===== src/rtl/lc3_pkg.sv =====
// Shared LC3 pipeline definitions: memory-stage opcodes, memory FSM state codes.
// Latency: n/a (constants and a pure decode function).
// Backpressure: n/a.
package lc3_pkg;

  // Memory-stage operation codes driven by the controller on mem_state.
  localparam logic [2:0] MEM_RD   = 3'd0;
  localparam logic [2:0] MEM_IND  = 3'd1;
  localparam logic [2:0] MEM_WR   = 3'd2;
  localparam logic [2:0] MEM_IDLE = 3'd3;

  // Memory-access FSM state type and codes.
  typedef logic [2:0] mem_fsm_state_t;

  localparam mem_fsm_state_t ST_IDLE    = 3'd0;
  localparam mem_fsm_state_t ST_RD      = 3'd1;
  localparam mem_fsm_state_t ST_IND_PTR = 3'd2;
  localparam mem_fsm_state_t ST_IND_GAP = 3'd3;
  localparam mem_fsm_state_t ST_IND_RD  = 3'd4;
  localparam mem_fsm_state_t ST_IND_WR  = 3'd5;
  localparam mem_fsm_state_t ST_WR      = 3'd6;
  localparam mem_fsm_state_t ST_DONE    = 3'd7;

  // Default watchdog limit, in cycles of req held without ack.
  localparam int LC3_TIMEOUT_CYCLES = 64;

  // First FSM state for an accepted operation; codes 3..7 map to IDLE (not accepted).
  function automatic mem_fsm_state_t mem_accept_state(input logic [2:0] code);
    case (code)
      MEM_RD:  return ST_RD;
      MEM_IND: return ST_IND_PTR;
      MEM_WR:  return ST_WR;
      default: return ST_IDLE;
    endcase
  endfunction

endpackage


===== src/rtl/mem_access_fsm_watchdog.sv =====
// Transaction watchdog: counts cycles a request waits, flags expiry at the limit.
// Latency: expire is combinational from the count register, valid in the last waiting cycle.
// Backpressure: none; only built when MEM_TIMEOUT_EN is defined.
`ifdef MEM_TIMEOUT_EN
module mem_watchdog
  import lc3_pkg::*;
#(
  parameter int TIMEOUT_CYCLES = LC3_TIMEOUT_CYCLES
) (
  input  logic clk,
  input  logic rst,
  input  logic clear,
  input  logic run,
  output logic expire
);

  localparam int CNT_W = ($clog2(TIMEOUT_CYCLES + 1) > 8) ? $clog2(TIMEOUT_CYCLES + 1) : 8;
  localparam logic [CNT_W-1:0] LIMIT = CNT_W'(TIMEOUT_CYCLES - 1);

  logic [CNT_W-1:0] cnt_q;
  logic [CNT_W-1:0] cnt_d;

  // Count cycles spent with req high; restart on every new request; saturate at the limit.
  always_comb begin
    cnt_d = cnt_q;
    if (clear) begin
      cnt_d = '0;
    end else if (run && (cnt_q != LIMIT)) begin
      cnt_d = cnt_q + CNT_W'(1);
    end
  end

  // Count register.
  always_ff @(posedge clk) begin
    if (rst) begin
      cnt_q <= '0;
    end else begin
      cnt_q <= cnt_d;
    end
  end

  // Count 0 is the first req cycle, so LIMIT marks the TIMEOUT_CYCLES-th waiting cycle.
  assign expire = run && (cnt_q == LIMIT);

endmodule
`endif


===== src/rtl/mem_access_fsm.sv =====
// LC3 memory-access stage: runs read, write or indirect (pointer then read/write) ops over DMem req/ack.
// Latency: zero-wait memory gives complete_data 2 cycles after mem_start (4 for indirect ops).
// Backpressure: req held until ack; mem_start ignored while busy. MEM_TIMEOUT_EN adds watchdog + mem_err.
module mem_access_fsm
  import lc3_pkg::*;
#(
  parameter int DATA_W = 16
`ifdef MEM_TIMEOUT_EN
  ,
  parameter int TIMEOUT_CYCLES = LC3_TIMEOUT_CYCLES
`endif
) (
  input  logic              clk,
  input  logic              rst,
  input  logic              mem_start,
  input  logic [2:0]        mem_state,
  input  logic              M_Control,
  input  logic [DATA_W-1:0] M_Addr,
  input  logic [DATA_W-1:0] M_Data,
  input  logic [DATA_W-1:0] DMem_dout,
  input  logic              DMem_ack,
  output logic              DMem_req,
  output logic              DMem_we,
  output logic [DATA_W-1:0] DMem_addr,
  output logic [DATA_W-1:0] DMem_din,
  output logic [DATA_W-1:0] memout,
  output logic              complete_data,
  output logic              busy
`ifdef MEM_TIMEOUT_EN
  ,
  output logic              mem_err
`endif
);

  mem_fsm_state_t state_q, state_d;

  logic              req_q,      req_d;
  logic              we_q,       we_d;
  logic [DATA_W-1:0] addr_q,     addr_d;
  logic [DATA_W-1:0] din_q,      din_d;
  logic [DATA_W-1:0] memout_q,   memout_d;
  logic              complete_q, complete_d;
  logic              busy_q,     busy_d;

  // Operands captured at accept; the pointer comes back from the first indirect read.
  logic [DATA_W-1:0] cap_data_q, cap_data_d;
  logic              cap_ctrl_q, cap_ctrl_d;
  logic [DATA_W-1:0] ptr_q,      ptr_d;

  logic wd_expire;

`ifdef MEM_TIMEOUT_EN
  logic err_q, err_d;
  logic wd_clear;

  // Restart the watchdog on each rising req so every phase gets its own budget.
  assign wd_clear = req_d && !req_q;

  mem_watchdog #(
    .TIMEOUT_CYCLES(TIMEOUT_CYCLES)
  ) u_watchdog (
    .clk   (clk),
    .rst   (rst),
    .clear (wd_clear),
    .run   (req_q),
    .expire(wd_expire)
  );
`else
  assign wd_expire = 1'b0;
`endif

  // Next-state and registered-output computation for the whole stage.
  always_comb begin
    state_d    = state_q;
    req_d      = req_q;
    we_d       = we_q;
    addr_d     = addr_q;
    din_d      = din_q;
    memout_d   = memout_q;
    complete_d = 1'b0;
    cap_data_d = cap_data_q;
    cap_ctrl_d = cap_ctrl_q;
    ptr_d      = ptr_q;
`ifdef MEM_TIMEOUT_EN
    err_d      = 1'b0;
`endif

    case (state_q)
      ST_IDLE: begin
        if (mem_start) begin
          state_d = mem_accept_state(mem_state);
          if (state_d != ST_IDLE) begin
            cap_data_d = M_Data;
            cap_ctrl_d = M_Control;
            req_d      = 1'b1;
            addr_d     = M_Addr;
            we_d       = (state_d == ST_WR);
            din_d      = (state_d == ST_WR) ? M_Data : '0;
          end
        end
      end

      ST_RD, ST_IND_RD: begin
        if (DMem_ack) begin
          memout_d   = DMem_dout;
          state_d    = ST_DONE;
          complete_d = 1'b1;
          req_d      = 1'b0;
          we_d       = 1'b0;
          addr_d     = '0;
          din_d      = '0;
        end
      end

      ST_WR, ST_IND_WR: begin
        if (DMem_ack) begin
          state_d    = ST_DONE;
          complete_d = 1'b1;
          req_d      = 1'b0;
          we_d       = 1'b0;
          addr_d     = '0;
          din_d      = '0;
        end
      end

      ST_IND_PTR: begin
        if (DMem_ack) begin
          ptr_d   = DMem_dout;
          state_d = ST_IND_GAP;
          req_d   = 1'b0;
          we_d    = 1'b0;
          addr_d  = '0;
          din_d   = '0;
        end
      end

      // One req-low cycle between the pointer read and the second access.
      ST_IND_GAP: begin
        state_d = cap_ctrl_q ? ST_IND_WR : ST_IND_RD;
        req_d   = 1'b1;
        addr_d  = ptr_q;
        we_d    = cap_ctrl_q;
        din_d   = cap_ctrl_q ? cap_data_q : '0;
      end

      ST_DONE: begin
        state_d = ST_IDLE;
      end

      default: begin
        state_d = ST_IDLE;
        req_d   = 1'b0;
        we_d    = 1'b0;
        addr_d  = '0;
        din_d   = '0;
      end
    endcase

`ifdef MEM_TIMEOUT_EN
    // Watchdog abort overrides the phase logic, including any remaining indirect phase.
    if (req_q && !DMem_ack && wd_expire) begin
      state_d    = ST_DONE;
      complete_d = 1'b1;
      err_d      = 1'b1;
      memout_d   = memout_q;
      req_d      = 1'b0;
      we_d       = 1'b0;
      addr_d     = '0;
      din_d      = '0;
    end
`endif

    busy_d = (state_d != ST_IDLE);
  end

  // State and output registers with synchronous reset.
  always_ff @(posedge clk) begin
    if (rst) begin
      state_q    <= ST_IDLE;
      req_q      <= 1'b0;
      we_q       <= 1'b0;
      addr_q     <= '0;
      din_q      <= '0;
      memout_q   <= '0;
      complete_q <= 1'b0;
      busy_q     <= 1'b0;
      cap_data_q <= '0;
      cap_ctrl_q <= 1'b0;
      ptr_q      <= '0;
    end else begin
      state_q    <= state_d;
      req_q      <= req_d;
      we_q       <= we_d;
      addr_q     <= addr_d;
      din_q      <= din_d;
      memout_q   <= memout_d;
      complete_q <= complete_d;
      busy_q     <= busy_d;
      cap_data_q <= cap_data_d;
      cap_ctrl_q <= cap_ctrl_d;
      ptr_q      <= ptr_d;
    end
  end

`ifdef MEM_TIMEOUT_EN
  // Error flag register, pulses alongside complete_data on a watchdog abort.
  always_ff @(posedge clk) begin
    if (rst) begin
      err_q <= 1'b0;
    end else begin
      err_q <= err_d;
    end
  end

  assign mem_err = err_q;
`endif

  assign DMem_req      = req_q;
  assign DMem_we       = we_q;
  assign DMem_addr     = addr_q;
  assign DMem_din      = din_q;
  assign memout        = memout_q;
  assign complete_data = complete_q;
  assign busy          = busy_q;

endmodule


===== config.mk =====
export PLATFORM = sky130hd
export DESIGN_NAME = mem_access_fsm
export DESIGN_NICKNAME = d
export VERILOG_FILES = /design/src/rtl/lc3_pkg.sv /design/src/rtl/mem_access_fsm_watchdog.sv /design/src/rtl/mem_access_fsm.sv
export SDC_FILE = /design/constraint.sdc
export NUM_CORES = 1
export LEC_CHECK = 0
export ABC_AREA = 1
export CAP_MARGIN = 10
export CORE_MARGIN = 4
export CORE_UTILIZATION = 48
export DETAILED_ROUTE_END_ITERATION = 10
export PLACE_DENSITY = 0.92
export SETUP_SLACK_MARGIN = 0.4
export SLEW_MARGIN = 5
export SYNTH_ARGS = -nofsm -noshare
export SYNTH_HDL_FRONTEND = slang
export SYNTH_SLANG_ARGS = --single-unit

===== constraint.sdc =====
create_clock -name clk -period 2.5 [get_ports clk]
set_clock_uncertainty 0.15 [all_clocks]
set_input_delay 0.75 -clock clk [delete_from_list [all_inputs] [get_ports clk]]
set_output_delay 0.75 -clock clk [all_outputs]
set_load 0.1 [all_outputs]

== Yosys cells after proc, flatten, opt, wreduce, memory -nomap -nowiden ==
Index checks and enable logic that the tools add are counted.

* Flip-flop bits (word level): 88
* Latch bits: 0
* RAM bits: 0
* Memory bits (read-only): 0
* Input port bits: 56
* Output and inout port bits: 52
* Word-level logic and storage cells: 63
* Memories kept: 0

* Add/sub/neg operators: 0
* Multiply operators: 0
* Divide/modulo/power cells: 0
* Order comparisons: 0
* Equality and inequality tests: 13
* Shift operators: 0
* Multiplexer cells: 25
* Bitwise logic cells: 1
* Reductions and logical operators: 13

{| class="wikitable"
|+ Operators with widths
! operator !! count
|-
| 16-bit 2-to-1 mux || 7
|-
| 16-bit case mux with 3 select lines || 2
|-
| 3-bit == test (second input constant) || 5
|-
| 3-bit 2-to-1 mux || 5
|-
| 3-bit case mux with 5 select lines || 1
|-
| 3-bit by 2-bit == test with 1-bit output (second input constant) || 3
|-
| 3-bit case mux with 3 select lines || 1
|-
| 3-bit nonzero test || 3
|-
| 1-bit 2-to-1 mux || 7
|-
| 3-bit by 1-bit == test with 1-bit output (second input constant) || 2
|-
| 3-bit logical NOT || 2
|-
| 1-bit case mux with 3 select lines || 2
|-
| 5-bit OR reduction || 1
|-
| 2-bit != test (second input constant) || 2
|-
| 2-bit AND reduction || 2
|-
| 4-bit AND reduction || 1
|-
| 2-bit OR reduction || 2
|-
| 4-bit OR reduction || 1
|-
| 3-bit AND reduction || 1
|-
| 2-bit by 1-bit != test with 1-bit output (second input constant) || 1
|-
| 1-bit inverter || 1
|}

== Depth between registers and ports, before layout ==
* Depth after elaboration: 9
* Gate-level depth with buffers: 11
* Gate-level depth less buffers: 10

== Worst setup path after synthesis ==
Ideal clock, no wire load.

* Path kind: reg-to-output
* Start point: register memout_q[0] (netlist: memout[0])
* End point: output memout[0]
* Data arrival time: 925 ps
* Data required time: 1,600 ps
* Setup slack: 675 ps
* Stages on the path, launching flop included: 1
* Path buffers: 0
* Path through: dfxtp_1

{| class="wikitable"
|+ RTL lines
! item !! RTL line !! text
|-
| from (decl) || mem_access_fsm.sv:41 || <nowiki>logic [DATA_W-1:0] memout_q, memout_d;</nowiki>
|-
| from (signal assigned) || mem_access_fsm.sv:196 || <nowiki>memout_q <= memout_d;</nowiki>
|-
| to (decl) || mem_access_fsm.sv:26 || <nowiki>output logic [DATA_W-1:0] memout,</nowiki>
|}

No word-level cell between the ends.

== Final worst setup path ==
* Start point: register state_q[0]
* End point: register din_q[10] (netlist: DMem_din[10])

* Longest elaborated chain between the ends: 4
* Elaborated cells on any way between the ends: 14

{| class="wikitable"
|+ RTL lines
! item !! RTL line !! text
|-
| from (decl) || mem_access_fsm.sv:35 || <nowiki>mem_fsm_state_t state_q, state_d;</nowiki>
|-
| from (signal assigned) || mem_access_fsm.sv:191 || <nowiki>state_q <= state_d;</nowiki>
|-
| 3-bit by 2-bit == test with 1-bit output, or another cell as far along || mem_access_fsm.sv:88 || <nowiki>case (state_q)</nowiki>
|-
| 5-bit OR reduction (no line) || n/a ||
|-
| 2-bit by 1-bit != test with 1-bit output (no line) / 3-bit nonzero test (equally long branches) || n/a ||
|-
| 4-bit AND reduction (no line) || n/a ||
|-
| to (signal assigned) || mem_access_fsm.sv:195 || <nowiki>din_q <= din_d;</nowiki>
|-
| to (decl) || mem_access_fsm.sv:40 || <nowiki>logic [DATA_W-1:0] din_q, din_d;</nowiki>
|}

Several ways; a longest one is shown, not always the timed one.
A chain may end at the register's enable or synchronous reset.

==> impl_metrics.py <==
metrics = {
    "synthesis": {
        "syn_inst": 571,
        "synth_seq_cells": 88,
        "ys_seq_area_frac": 0.459,
        "synth.area.top_cells": "dfxtp_1 46%, nand2_1 13%, nor2_1 10%",
        "synth_top_cell_by_area": "dfxtp_1",
        "yosys_warnings": 0,
        "synth_cell_types": 19,
        "avgSynthCellArea_um2": 6.72,
        "netlist_area_mm2": 0.00383,
        "synth_top_area_frac": 0.459,
        "synth_nets": 631,
    },
    "layout": {
        "antenna_cells": 0,
        "mostFrequentLayoutCell": "nand2_1",
        "layout_common_cells": "131 x nand2_1, 102 x nor2_1, 86 x dfxtp_1",
        "syn_to_final_growth_pct": 35.7,
        "layout.nets": 732,
        "drive_above_1_share": 0.135,
    },
    "worst_setup_path": {
        "cpMostUsedCell": "nor2_1",
        "worst_path_largest_cell_delay_ns": 0.41,
        "arrival_ns": 2.10,
        "critPathRequiredTime_ns": 2.64,
        "critPathMaxFanout": 19,
        "critPathBufInv": 1,
        "slowest_stage": "nor2_2",
        "cp_top_family": "simple AND/OR/NAND/NOR gates",
        "crit_type": "reg2reg",
        "cp-end-kind": "register",
        "cp-start-kind": "register",
        "path_cells": "ha_1 -> nand2_4 -> nor2_2 -> buf_4 -> nand2_1 -> o21ai_1 -> nor2_1 -> nor2_1",
    },
    "cts": {
        "cts_sinks": 88,
        "clk_latency_ns": 0.36,
        "numCtsBuffers": 9,
        "postCtsSetupRepairBufs": 0,
        "cts.root.buffer_cell": "clkbuf_8",
        "cts.path.max_buffers": 2,
        "h-tree-depth": 3,
        "cts_tree": "yes",
        "clkTransAtPathRegs_ns": 0.10,
    },
    "detailed_routing": {
        "via_per_inst": 4.94,
        "drt-initial-drc-count": 169,
        "remaining_drc_errors": 0,
        "vias": 3844,
        "ant_nets": 0,
        "wire_per_inst_um": 13.1,
        "drtPass1Iterations": 5,
        "drt-total-wl_mm": 10.2,
    },
    "grt": {
        "grt_pass1_vias": 3625,
        "grt_max_degree": 86,
        "grt_use_total": 0.208,
        "grt_pass1_wl_mm": 16.5,
        "grt.overflow.total": 0,
        "antenna_found_initial": 0,
    },
    "floorplanning": {
        "die_area_mm2": 0.00948,
        "io_pins": 108,
        "die_w_um": 97.4,
        "rows": 32,
        "start_util": 0.494,
        "core_area_mm2": 0.00777,
        "die_y_um": 97.4,
    },
    "timing": {
        "worst_pin_slew_ns": 0.489,
        "max_freq_ghz": 0.510,
        "rsz0062_at_grt": "no",
        "setup_violations": 0,
        "slew_headroom": 0.674,
        "fin_crit_sh": 0.784,
        "final-hold-violation-count": 0,
        "min_period_ns": 1.96,
        "setup_tns_ns": 0,
        "slew_violations": 0,
    },
    "hold_path": {
        "hold_class": "reg2reg",
    },
    "placed_design": {
        "dp_hpwl_mm": 6.99,
        "io_buffers": 107,
        "routabilityCongestion": 0.853,
    },
    "job": {
        "max_cap_violations": 0,
    },
    "run_status": {
        "status": "completed",
    },
}
==> cell families (layout without fill, tap and decap cells) <==
family          count (synthesis)  count (layout)  share of synthesized area
simple gates                  249             249                      0.253
buf+inv                       110             215                      0.118
fa+ha+maj                       4               4                     0.0131
compound gates                120             120                      0.157
flops                          88              88                      0.459
==> path summary, 6_finish.rpt <==
path	from	end	slack, ns	cells after the start
setup / recovery	state_q[0]	DMem_din[10]	0.54	8
hold reg to reg	ptr_q[15]	ptr_q[15]	0.31	2
hold / removal	ptr_q[15]	ptr_q[15]	0.31	2
setup reg to reg	state_q[0]	DMem_din[10]	0.54	8
==> layer usage <==
layer | wire length [um] | track usage | vias up
met5 | 0 | 0 | -
met4 | 211 | 0.0671 | 0
met3 | 735 | 0.0567 | 15
met2 | 4980 | 0.353 | 143
met1 | 4270 | 0.257 | 1743
li1 | - | - | 1943
==> area by class of cell <==
| type | instances | area (um2) |
|---|---|---|
| well taps | 102 | 128 |
| repair buffers | 118 | 1130 |
| fillers | 662 | 2560 |
| inverters | 82 | 308 |
| flip-flops and latches | 88 | 1760 |
| multi-input cells | 373 | 1660 |
| clock buffers | 9 | 124 |
| clock inverters | 6 | 92.6 |
==> worst reg2reg max path: cells and delay by family (launching register included) <==
kind	cells	cell delay, ns
compound gates	1	0.07
fa+ha+maj	1	0.25
buf+inv	1	0.25
flops	1	0.38
simple gates	5	0.78
==> cells in the mapped netlist <==
library cell / number
o21ai_0: 75
buf_6: 4
nor2_4: 1
nor2_2: 1
nand2_1: 133
nor2_1: 103
nor3_1: 1
o21ai_1: 9
nand2_2: 2
clkbuf_1: 15
nand2_4: 1
ha_1: 4
dfxtp_1: 88
inv_2: 1
a21oi_1: 36
nand3_1: 6
buf_2: 9
nand4_1: 1
inv_1: 81
==> per-stage QoR <==
step | util | hold slack [ns] | instance area [um2] | instances | worst slack, ns
final | 0.670 | 0.305 | 5200 | 778 | 0.541
after global routing | 0.670 | 0.337 | 5200 | 778 | 0.382
after CTS | 0.657 | 0.306 | 5100 | 776 | 0.480
after detailed placement | 0.629 | 0.292 | 4890 | 761 | 0.100
after global placement | 0.629 | 0.288 | 4890 | 761 | 0.137
after floorplan | - | 0.275 | 3830 | 571 | 0.675
==> timing repair <==
action,in CTS,in global routing
hold buffers,0,0
endpoints found under the setup margin,0,33
resized for setup,0,15
==> sequential cells by signal, indices dropped and copies added (netlist names) <==
register       cells
DMem_req           1
DMem_din          16
cap_ctrl_q         1
memout            16
state_q            3
ptr_q             16
DMem_we            1
DMem_addr         16
cap_data_q        16
complete_data      1
busy               1
Power is left out: the tool's default activity adds up to more than one toggle a clock period on the data nets, which glitch-free logic cannot reach.
